===== config.mk =====
export PLATFORM = sky130hd
export DESIGN_NAME = crossing_scheduler
export DESIGN_NICKNAME = d
export VERILOG_FILES = /design/src/rtl/crossing_pkg.sv /design/src/rtl/tick_prescaler.sv /design/src/rtl/crossing_scheduler.sv
export SDC_FILE = /design/constraint.sdc
export NUM_CORES = 1
export LEC_CHECK = 0
export CAP_MARGIN = 20
export CORE_MARGIN = 10
export CORE_UTILIZATION = 30
export DETAILED_ROUTE_END_ITERATION = 7
export SLEW_MARGIN = 0
export SYNTH_ARGS = -nofsm -noshare
export SYNTH_HDL_FRONTEND = slang
export SYNTH_SLANG_ARGS = --single-unit

===== constraint.sdc =====
create_clock -name pin3_clk_16mhz -period 2.26 [get_ports pin3_clk_16mhz]
set_input_delay 0.339 -clock pin3_clk_16mhz [delete_from_list [all_inputs] [get_ports pin3_clk_16mhz]]
set_output_delay 0.339 -clock pin3_clk_16mhz [all_outputs]
set_load 0.1 [all_outputs]

===== src/rtl/crossing_pkg.sv =====
// Shared state encoding, lamp bundle and default phase durations for the crossing scheduler.
// Defining CROSSING_PED_FLASH_EN adds the PED_FLASH state.
package crossing_pkg;

    localparam int DEF_TIMER_SCALE  = 16000000;
    localparam int DEF_T_MIN_GREEN  = 10;
    localparam int DEF_T_YELLOW     = 3;
    localparam int DEF_T_ALLRED     = 2;
    localparam int DEF_T_SIDE_GREEN = 8;
    localparam int DEF_T_WALK       = 6;
    localparam int DEF_T_FLASH      = 4;

    typedef enum logic [2:0] {
        ST_MAIN_GREEN  = 3'd0,
        ST_MAIN_YELLOW = 3'd1,
        ST_CLEAR_IN    = 3'd2,
        ST_SIDE_GREEN  = 3'd3,
        ST_SIDE_YELLOW = 3'd4,
        ST_PED_WALK    = 3'd5,
        ST_CLEAR_OUT   = 3'd6
`ifdef CROSSING_PED_FLASH_EN
        ,
        ST_PED_FLASH   = 3'd7
`endif
    } state_t;

    typedef enum logic {
        SERVED_SIDE = 1'b0,
        SERVED_PED  = 1'b1
    } served_t;

    typedef struct packed {
        logic green;
        logic yellow;
        logic red;
        logic side_green;
        logic side_yellow;
        logic side_red;
        logic ped_green;
        logic ped_red;
    } lamps_t;

    function automatic int max_int(input int a, input int b);
        return (a > b) ? a : b;
    endfunction

    // Every road shows red unless its own phase is active.
    function automatic lamps_t lamps_for(input state_t s);
        lamps_t l;
        l          = '0;
        l.red      = 1'b1;
        l.side_red = 1'b1;
        l.ped_red  = 1'b1;
        case (s)
            ST_MAIN_GREEN: begin
                l.green = 1'b1;
                l.red   = 1'b0;
            end
            ST_MAIN_YELLOW: begin
                l.yellow = 1'b1;
                l.red    = 1'b0;
            end
            ST_SIDE_GREEN: begin
                l.side_green = 1'b1;
                l.side_red   = 1'b0;
            end
            ST_SIDE_YELLOW: begin
                l.side_yellow = 1'b1;
                l.side_red    = 1'b0;
            end
            ST_PED_WALK: begin
                l.ped_green = 1'b1;
                l.ped_red   = 1'b0;
            end
`ifdef CROSSING_PED_FLASH_EN
            ST_PED_FLASH: begin
                l.ped_red = 1'b0;
            end
`endif
            default: ;
        endcase
        return l;
    endfunction

endpackage


===== src/rtl/tick_prescaler.sv =====
// Restartable clock divider: a one-cycle tick on the last cycle of every TIMER_SCALE-cycle period.
module tick_prescaler import crossing_pkg::*; #(
    parameter int TIMER_SCALE = DEF_TIMER_SCALE
) (
    input  logic clk,
    input  logic rst,
    input  logic clear,
    output logic tick
);

    localparam int CNT_W = (TIMER_SCALE > 1) ? $clog2(TIMER_SCALE) : 1;
    localparam logic [CNT_W-1:0] LAST = CNT_W'(TIMER_SCALE - 1);

    logic [CNT_W-1:0] count;

    assign tick = (count == LAST);

    // NOTE: sequential state is written with non-blocking assignments only, so every
    // register samples the pre-edge values of the others regardless of statement order.
    always_ff @(posedge clk) begin
        if (rst || clear || tick) begin
            count <= '0;
        end else begin
            count <= count + 1'b1;
        end
    end

endmodule


===== src/rtl/crossing_scheduler.sv =====
// Main road / side road / pedestrian crossing controller with latched requests and fair arbitration.
// Defining CROSSING_PED_FLASH_EN inserts a flashing pedestrian phase after the walk phase.
module crossing_scheduler import crossing_pkg::*; #(
    parameter int TIMER_SCALE  = DEF_TIMER_SCALE,
    parameter int T_MIN_GREEN  = DEF_T_MIN_GREEN,
    parameter int T_YELLOW     = DEF_T_YELLOW,
    parameter int T_ALLRED     = DEF_T_ALLRED,
    parameter int T_SIDE_GREEN = DEF_T_SIDE_GREEN,
    parameter int T_WALK       = DEF_T_WALK,
    parameter int T_FLASH      = DEF_T_FLASH
) (
    input  logic pin3_clk_16mhz,
    input  logic pin2_rst,
    input  logic pin9_side_sensor,
    input  logic pin10_ped_button,
    output logic pin4_green,
    output logic pin5_yellow,
    output logic pin6_red,
    output logic pin7_ped_green,
    output logic pin8_ped_red,
    output logic pin11_side_green,
    output logic pin12_side_yellow,
    output logic pin13_side_red
);

    // T_FLASH takes part in sizing only, so the timer width is the same in both builds.
    localparam int T_MAX = max_int(max_int(max_int(T_MIN_GREEN, T_YELLOW),
                                           max_int(T_ALLRED, T_SIDE_GREEN)),
                                   max_int(T_WALK, T_FLASH));
    localparam int TIMER_W = (T_MAX > 1) ? $clog2(T_MAX) : 1;

    typedef logic [TIMER_W-1:0] timer_t;

    function automatic timer_t load_for(input state_t s);
        int d;
        case (s)
            ST_MAIN_GREEN:  d = T_MIN_GREEN;
            ST_MAIN_YELLOW: d = T_YELLOW;
            ST_CLEAR_IN:    d = T_ALLRED;
            ST_SIDE_GREEN:  d = T_SIDE_GREEN;
            ST_SIDE_YELLOW: d = T_YELLOW;
            ST_PED_WALK:    d = T_WALK;
            ST_CLEAR_OUT:   d = T_ALLRED;
`ifdef CROSSING_PED_FLASH_EN
            ST_PED_FLASH:   d = T_FLASH;
`endif
            default:        d = T_MIN_GREEN;
        endcase
        return timer_t'(d - 1);
    endfunction

    state_t  state;
    state_t  next_state;
    served_t last_served;
    timer_t  timer;
    lamps_t  lamps;
    logic    min_met;
    logic    side_req;
    logic    ped_req;
    logic    tick;
    logic    timer_done;
    logic    leave;

    tick_prescaler #(
        .TIMER_SCALE(TIMER_SCALE)
    ) u_prescaler (
        .clk  (pin3_clk_16mhz),
        .rst  (pin2_rst),
        .clear(leave),
        .tick (tick)
    );

    assign timer_done = tick && (timer == '0);

    // Main green may only be left once its minimum has elapsed and someone is waiting.
    assign leave = (state == ST_MAIN_GREEN) ? ((min_met || timer_done) && (side_req || ped_req))
                                            : timer_done;

    // NOTE: next_state gets a default before the case so no path leaves it unassigned,
    // which would otherwise infer a latch.
    always_comb begin
        next_state = state;
        case (state)
            ST_MAIN_GREEN:  next_state = ST_MAIN_YELLOW;
            ST_MAIN_YELLOW: next_state = ST_CLEAR_IN;
            ST_CLEAR_IN: begin
                if (side_req && ped_req) begin
                    next_state = (last_served == SERVED_SIDE) ? ST_PED_WALK : ST_SIDE_GREEN;
                end else if (side_req) begin
                    next_state = ST_SIDE_GREEN;
                end else begin
                    next_state = ST_PED_WALK;
                end
            end
            ST_SIDE_GREEN:  next_state = ST_SIDE_YELLOW;
            ST_SIDE_YELLOW: next_state = ST_CLEAR_OUT;
`ifdef CROSSING_PED_FLASH_EN
            ST_PED_WALK:    next_state = ST_PED_FLASH;
            ST_PED_FLASH:   next_state = ST_CLEAR_OUT;
`else
            ST_PED_WALK:    next_state = ST_CLEAR_OUT;
`endif
            ST_CLEAR_OUT:   next_state = ST_MAIN_GREEN;
            default:        next_state = ST_MAIN_GREEN;
        endcase
    end

    always_ff @(posedge pin3_clk_16mhz) begin
        if (pin2_rst) begin
            state       <= ST_MAIN_GREEN;
            timer       <= load_for(ST_MAIN_GREEN);
            min_met     <= 1'b0;
            side_req    <= 1'b0;
            ped_req     <= 1'b0;
            last_served <= SERVED_SIDE;
            lamps       <= lamps_for(ST_MAIN_GREEN);
        end else begin
            // A request still asserted on the entry cycle of its own phase stays latched.
            side_req <= pin9_side_sensor | (side_req & !(leave && next_state == ST_SIDE_GREEN));
            ped_req  <= pin10_ped_button | (ped_req & !(leave && next_state == ST_PED_WALK));

            if (leave) begin
                state   <= next_state;
                timer   <= load_for(next_state);
                min_met <= 1'b0;
                lamps   <= lamps_for(next_state);
                if (next_state == ST_SIDE_GREEN) begin
                    last_served <= SERVED_SIDE;
                end else if (next_state == ST_PED_WALK) begin
                    last_served <= SERVED_PED;
                end
            end else if (tick) begin
                if (timer != '0) begin
                    timer <= timer - 1'b1;
                end else if (state == ST_MAIN_GREEN) begin
                    min_met <= 1'b1;
                end
`ifdef CROSSING_PED_FLASH_EN
                if (state == ST_PED_FLASH) begin
                    lamps.ped_green <= ~lamps.ped_green;
                end
`endif
            end
        end
    end

    assign pin4_green        = lamps.green;
    assign pin5_yellow       = lamps.yellow;
    assign pin6_red          = lamps.red;
    assign pin11_side_green  = lamps.side_green;
    assign pin12_side_yellow = lamps.side_yellow;
    assign pin13_side_red    = lamps.side_red;
    assign pin7_ped_green    = lamps.ped_green;
    assign pin8_ped_red      = lamps.ped_red;

endmodule


# Word level (Yosys, flattened, before mapping)
# Index checks and enable logic that the tools add are counted.
dict set report totals {
  regBits 43
}
dict set report op_classes {
  add_sub_neg 3
  eq_ne 12
  n_mux 20
  bitwise 5
  n_reduce_logical 27
}
# operator count
set ops {}
lappend ops {{$add A24 B1 Y24 const B} 1}
lappend ops {{$eq A24 B24 Y1 const B} 1}
lappend ops {{$mux W4} 5}
lappend ops {{$pmux W4 S4} 1}
lappend ops {{$eq A3 B3 Y1 const B} 5}
lappend ops {{$pmux W3 S5} 1}
lappend ops {{$eq A3 B2 Y1 const B} 4}
lappend ops {{$reduce_or A2 Y1} 6}
lappend ops {{$mux W1} 9}
lappend ops {{$mux W3} 3}
lappend ops {{$eq A3 B1 Y1 const B} 2}
lappend ops {{$logic_not A3 Y1} 2}
lappend ops {{$reduce_bool A2 Y1} 3}
lappend ops {{$logic_and A1 B1 Y1} 5}
lappend ops {{$logic_not A4 Y1} 1}
lappend ops {{$logic_or A1 B1 Y1} 4}
lappend ops {{$reduce_and A2 Y1} 2}
lappend ops {{$reduce_bool A4 Y1} 1}
lappend ops {{$sub A4 B1 Y4 const B} 1}
lappend ops {{$sub A4 B2 Y4 const B} 1}
lappend ops {{$reduce_and A3 Y1} 1}
lappend ops {{$and A1 B1 Y1} 2}
lappend ops {{$logic_not A1 Y1} 2}
lappend ops {{$mux W2} 1}
lappend ops {{2 further kinds} 3}

# Longest topological paths before layout
dict set report logic_depth {
  depth_word 10
  ltp_mapped 8
  mapped_depth_nobuf 7
}

# By module
# Synthesis repeated with hierarchy kept, for this count alone.
dict set report unflattened {
  hier_cells 237
  hier_area_um2 2079.5
}
# mod n_inst cells_each area_each_um2
set modules_own_cells {}
lappend modules_own_cells {tick_prescaler 1 132 1172.4}
lappend modules_own_cells {crossing_scheduler 1 105 907.1}

# Worst setup path after synthesis
# Ideal clock, no wire load.
dict set report synth_path {
  kind {reg-to-reg}
  startpoint {reg u_prescaler.count[10]}
  endpoint {reg state[1]}
  setup_ns 0.128
  arrival_ns 1.869
  required_ns 2.132
  slack_ns 0.263
  path_stages_with_launch 8
  synth_period_minus_slack_ns 1.997
  cell_sequence {dfxtp_1 or4_4 nor3_4 nand3_4 a22o_1 buf_6 a21oi_1 nor2_1}
}
dict set report synth_between {
  elab_chain_cells 5
}
# item line
set synth_rtl {}
lappend synth_rtl {{start: declaration} tick_prescaler.sv:14} ;# logic [CNT_W-1:0] count;
lappend synth_rtl {{start signal: assignment} tick_prescaler.sv:24} ;# count <= count + 1'b1;
lappend synth_rtl {{$eq A24 B24 Y1 (*)} tick_prescaler.sv:16} ;# assign tick = (count == LAST);
lappend synth_rtl {{$logic_and A1 B1 Y1 (*)} crossing_scheduler.sv:73} ;# assign timer_done = tick && (timer == '0);
lappend synth_rtl {{$logic_or A1 B1 Y1} crossing_scheduler.sv:76} ;# assign leave = (state == ST_MAIN_GREEN) ? ((min_met || timer_done) && (side_req || ped_req))
lappend synth_rtl {{$logic_and A1 B1 Y1} crossing_scheduler.sv:76}
lappend synth_rtl {{$mux W1 (*)} crossing_scheduler.sv:76}
lappend synth_rtl {{end signal: assignment} crossing_scheduler.sv:123} ;# state <= next_state;
lappend synth_rtl {{end: declaration} crossing_scheduler.sv:52} ;# state_t state;
# Mark *: on every way between the ends. The rest lies on a longest branch, timed or not.
# A chain may end at the register's enable or synchronous reset.

# Final worst setup path
dict set report layout_path {
  startpoint {reg u_prescaler.count[15]}
  endpoint {reg last_served}
}
dict set report layout_between {
  elab_chain_cells 6
}
# item line
set layout_rtl {}
lappend layout_rtl {{$eq A24 B24 Y1 (*)} tick_prescaler.sv:16}
lappend layout_rtl {{$logic_and A1 B1 Y1 (*)} crossing_scheduler.sv:73}
lappend layout_rtl {{$logic_or A1 B1 Y1} crossing_scheduler.sv:76}
lappend layout_rtl {{$logic_and A1 B1 Y1} crossing_scheduler.sv:76}
lappend layout_rtl {{$mux W1 (*)} crossing_scheduler.sv:76}
lappend layout_rtl {{$reduce_and A2 Y1 (no source line) (*)} --}
lappend layout_rtl {{end signal: assignment} crossing_scheduler.sv:115} ;# last_served <= SERVED_SIDE;
lappend layout_rtl {{end signal: assignment} crossing_scheduler.sv:128} ;# last_served <= SERVED_SIDE;
lappend layout_rtl {{end signal: assignment} crossing_scheduler.sv:130} ;# last_served <= SERVED_PED;
lappend layout_rtl {{end: declaration} crossing_scheduler.sv:54} ;# served_t last_served;
# Marked as above.

==> results.toml <==
[power]
peakVddDrop_mv = 0.4098
cellLeakagePower_uw = 0.0008576
power_density_nw_per_um2 = 612.9

[job]
maxCapViolCount = 0

[placement]
globalplace.congestion = 0.8253
port-buffer-count = 11
place_area_sq_um = 2211
place_hpwl_um = 2928

[logic_synthesis]
synth.cell_area_sq_um = 2023
postSynthRegisterBits = 43
synthesis.yosys.warnings = 0
synth_fp_nets = 250
synth_xor_area_share_pct = 10.39
synth_instances = 243
synth_top_flop_cell = "dfxtp_1"
post_synthesis_compound_gate_area_fraction_pct = 11.13
synth_enable_flop_cells = 0
syn_avg_cell_area_sq_um = 8.326
synth.area.mux_share_pct = 0
yosys.area_share.simple_pct = 29.81
post_synth_fa_ha_maj_area_fraction_pct = 1.855
share_of_the_yosys_chip_area_belonging_to_registers_pct = 42.55
dominant_combinational_cell_family_by_area_after_synthesis = "simple AND/OR/NAND/NOR gates"
yosysUniqueCellTypes = 47
asyncSetResetFlopFracSynth_pct = 0

[clock_network]
tritoncts = "yes"
cts_root_buffer_type = "clkbuf_8"
cts_buffers = 5
worst_skew_pair.late_latency_ns = 0.30
htree_levels = 2
tritoncts_num_sinks = 43
clock_path_buffers = 2
clock_input_transition_at_the_sequential_cells_of_the_worst_setup_and_hold_paths_ns = 0.08
post_cts_hold_fix_bufs = 0

[routing]
overall_routed_net_length_um = 3940
drtAntennaViolNets = 0
firstDrtPassIters = 4
post_drt_via_cell_ratio = 4.860
drt-wirelength-per-cell_um = 11.73
dr_total_vias = 1633
drc_marker_count_from_the_first_detailed_route_iteration = 96
drcViolationCount = 0

[timing]
max_freq_mhz = 472.3
timing.final.max_slew_violations = 0
setup_repair_after_global_routing_missed_its_margin = "no"
setup_tns_ns = 0
timing.clock.skew_ns = 0.005912
worst_hold_slack_ns = 0.4547
fin_crit_ns = 2.117
worst_slew_pin_slew_ns = 0.5202
report.final.hold_viol_count = 0
period_share_pct = 93.68
final-setup-viol-count = 0
relSlewSlack_pct = 65.05

[global_routing]
gr-total-overflow = 0
overall_track_demand_over_capacity_in_global_routing_pct = 8.009
pin_count_of_the_biggest_net_entering_global_routing = 24
vias_in_the_first_global_route = 1539
antenna_found_initial = 0
grt_first_pass_wirelength_um = 6865

[floorplan]
initial_core_util_pct = 31.33
top_level_ports = 12
floorplan.rows = 29
die_height_um = 102.1
die_area_sq_um = 10430
core-area_sq_um = 6459
die_width_um = 102.1

[critical_path]
cp_num_buf_inv = 1
worst-endpoint-arrival_ns = 2.34
critical_path.startpoint_type = "flop"
required_ns = 2.49
critPathSlowestCell = "or4b_1"
worst_path_largest_cell_delay_ns = 0.60
crit_path_cell_trace = "or4b_1 > nor3_4 > nand3_4 > a22oi_2 > buf_4 > a21oi_1 > nor3b_1"
worstSetupPathType = "reg -> reg"
worst-path-max-fanout = 11
critical_path_capture_point_type = "flop"
worst_path_dominant_cell_family = "simple AND/OR/NAND/NOR gates"

[run_status]
run_status = "finished clean"

[cells_and_area]
synthesis_to_finish_area_growth_pct = 15.77
drive_gt1_share_pct = 12.74
summed_area_of_non_filler_cells_in_the_final_layout_sq_um = 2342
antenna_cells = 0
finalNetCount = 265

[hold_path]
min_path_type = "reg -> reg"
[layout make-up]
class / instances / area (sq um)
repair buffers: 18 / 155.1
multi-input cells: 182 / 1082
clock buffers: 6 / 82.58
flip-flops and latches: 43 / 860.8
clock inverters: 2 / 35.03
inverters: 8 / 30.03
well taps: 77 / 96.34
fillers: 691 / 4116
[power breakdown]
| part | leakage (uW) | switching, uW | internal (uW) |
|---|---|---|---|
| clock | 0.0000612 | 263 | 358 |
| sequential | 0.000348 | 6.26 | 764 |
| combinational | 0.000449 | 25.3 | 19.3 |
[synthesized netlist by cell type (2+ instances only)]
cell	number	area (sq um)
a21oi_1	14	70.07
o31ai_1	2	15.01
xor2_1	13	113.9
nor2_1	46	172.7
buf_6	2	22.52
nand2_1	29	108.9
xnor2_1	11	96.34
nand4_1	8	50.05
nor2b_1	2	12.51
clkbuf_1	5	18.77
nor4_1	2	12.51
dfxtp_1	43	860.8
inv_1	8	30.03
and3_1	3	18.77
nand3_1	10	50.05
nor3_1	7	35.03
ha_1	3	37.54
o21ai_0	3	15.01
a31oi_1	2	12.51
buf_2	3	15.01
[sequential cells by signal, indices dropped and copies added (netlist names)]
name               cells
pin13_side_red         1
min_met                1
pin5_yellow            1
pin8_ped_red           1
pin6_red               1
pin12_side_yellow      1
last_served            1
pin4_green             1
state                  3
ped_req                1
u_prescaler.count     24
side_req               1
pin11_side_green       1
pin7_ped_green         1
timer                  4
[logic make-up after synthesis]
| family | Yosys count |
|---|---|
| AO/OA/AOI/OAI | 34 |
| adder cells (fa/ha/maj) | 3 |
| buffers and inverters | 18 |
| flip-flops | 43 |
| XOR/XNOR | 24 |
| AND/OR/NAND/NOR | 121 |
[layer usage]
layer / up-vias / track usage [%] / part of all wire, %
li1: 860 / - / -
met1: 754 / 9.481 / 49
met2: 12 / 12.84 / 46
met3: 7 / 1.889 / 2.5
met4: 0 / 4.989 / 2.5
met5: - / 0 / 0
[worst paths after layout]
| check | cells after the start | to | slack (ns) | startpoint |
|---|---|---|---|---|
| max | 7 | last_served | 0.14 | u_prescaler.count[15] |
| min | 2 | pin4_green | 0.45 | pin4_green |
| max reg2reg | 7 | last_served | 0.14 | u_prescaler.count[15] |
| min reg2reg | 2 | pin4_green | 0.45 | pin4_green |
[placed cells by master, fill, tap and decap left out, drive strengths merged, types with 8 or more instances in the layout]
cell   netlist  routed
nor3         8       8
nor2        46      46
nand2       29      29
dfxtp       43      43
buf          5      15
a21oi       14      14
nand4        8       8
xnor2       11      11
xor2        13      13
inv          8       8
nand3       11      11
[per-stage QoR]
stage | cells | power (uW) | worst slack, ns | util, %
after global placement | 327 | 832.6 | 0.1477 | 34.23
after global routing | 336 | 1490 | 0.0001561 | 36.27
final | 336 | 1435 | 0.1428 | 36.27
after CTS | 335 | 1452 | 0.09271 | 36.05
after detailed placement | 327 | 833.4 | 0.1018 | 34.23
after floorplan | 243 | 812.8 | 0.2634 | -
[timing repair]
item | in CTS | in global routing
gates resized for setup | 0 | 2
buffers inserted | 0 | 1
endpoints found under the setup margin | 0 | 8
[tightest hold or removal path, stage by stage (launching register included)]
cell and delay (ns):
dfxtp_1 0.32, nand2_1 0.05, nand2_1 0.04
Power figures use the tool's default switching activity.
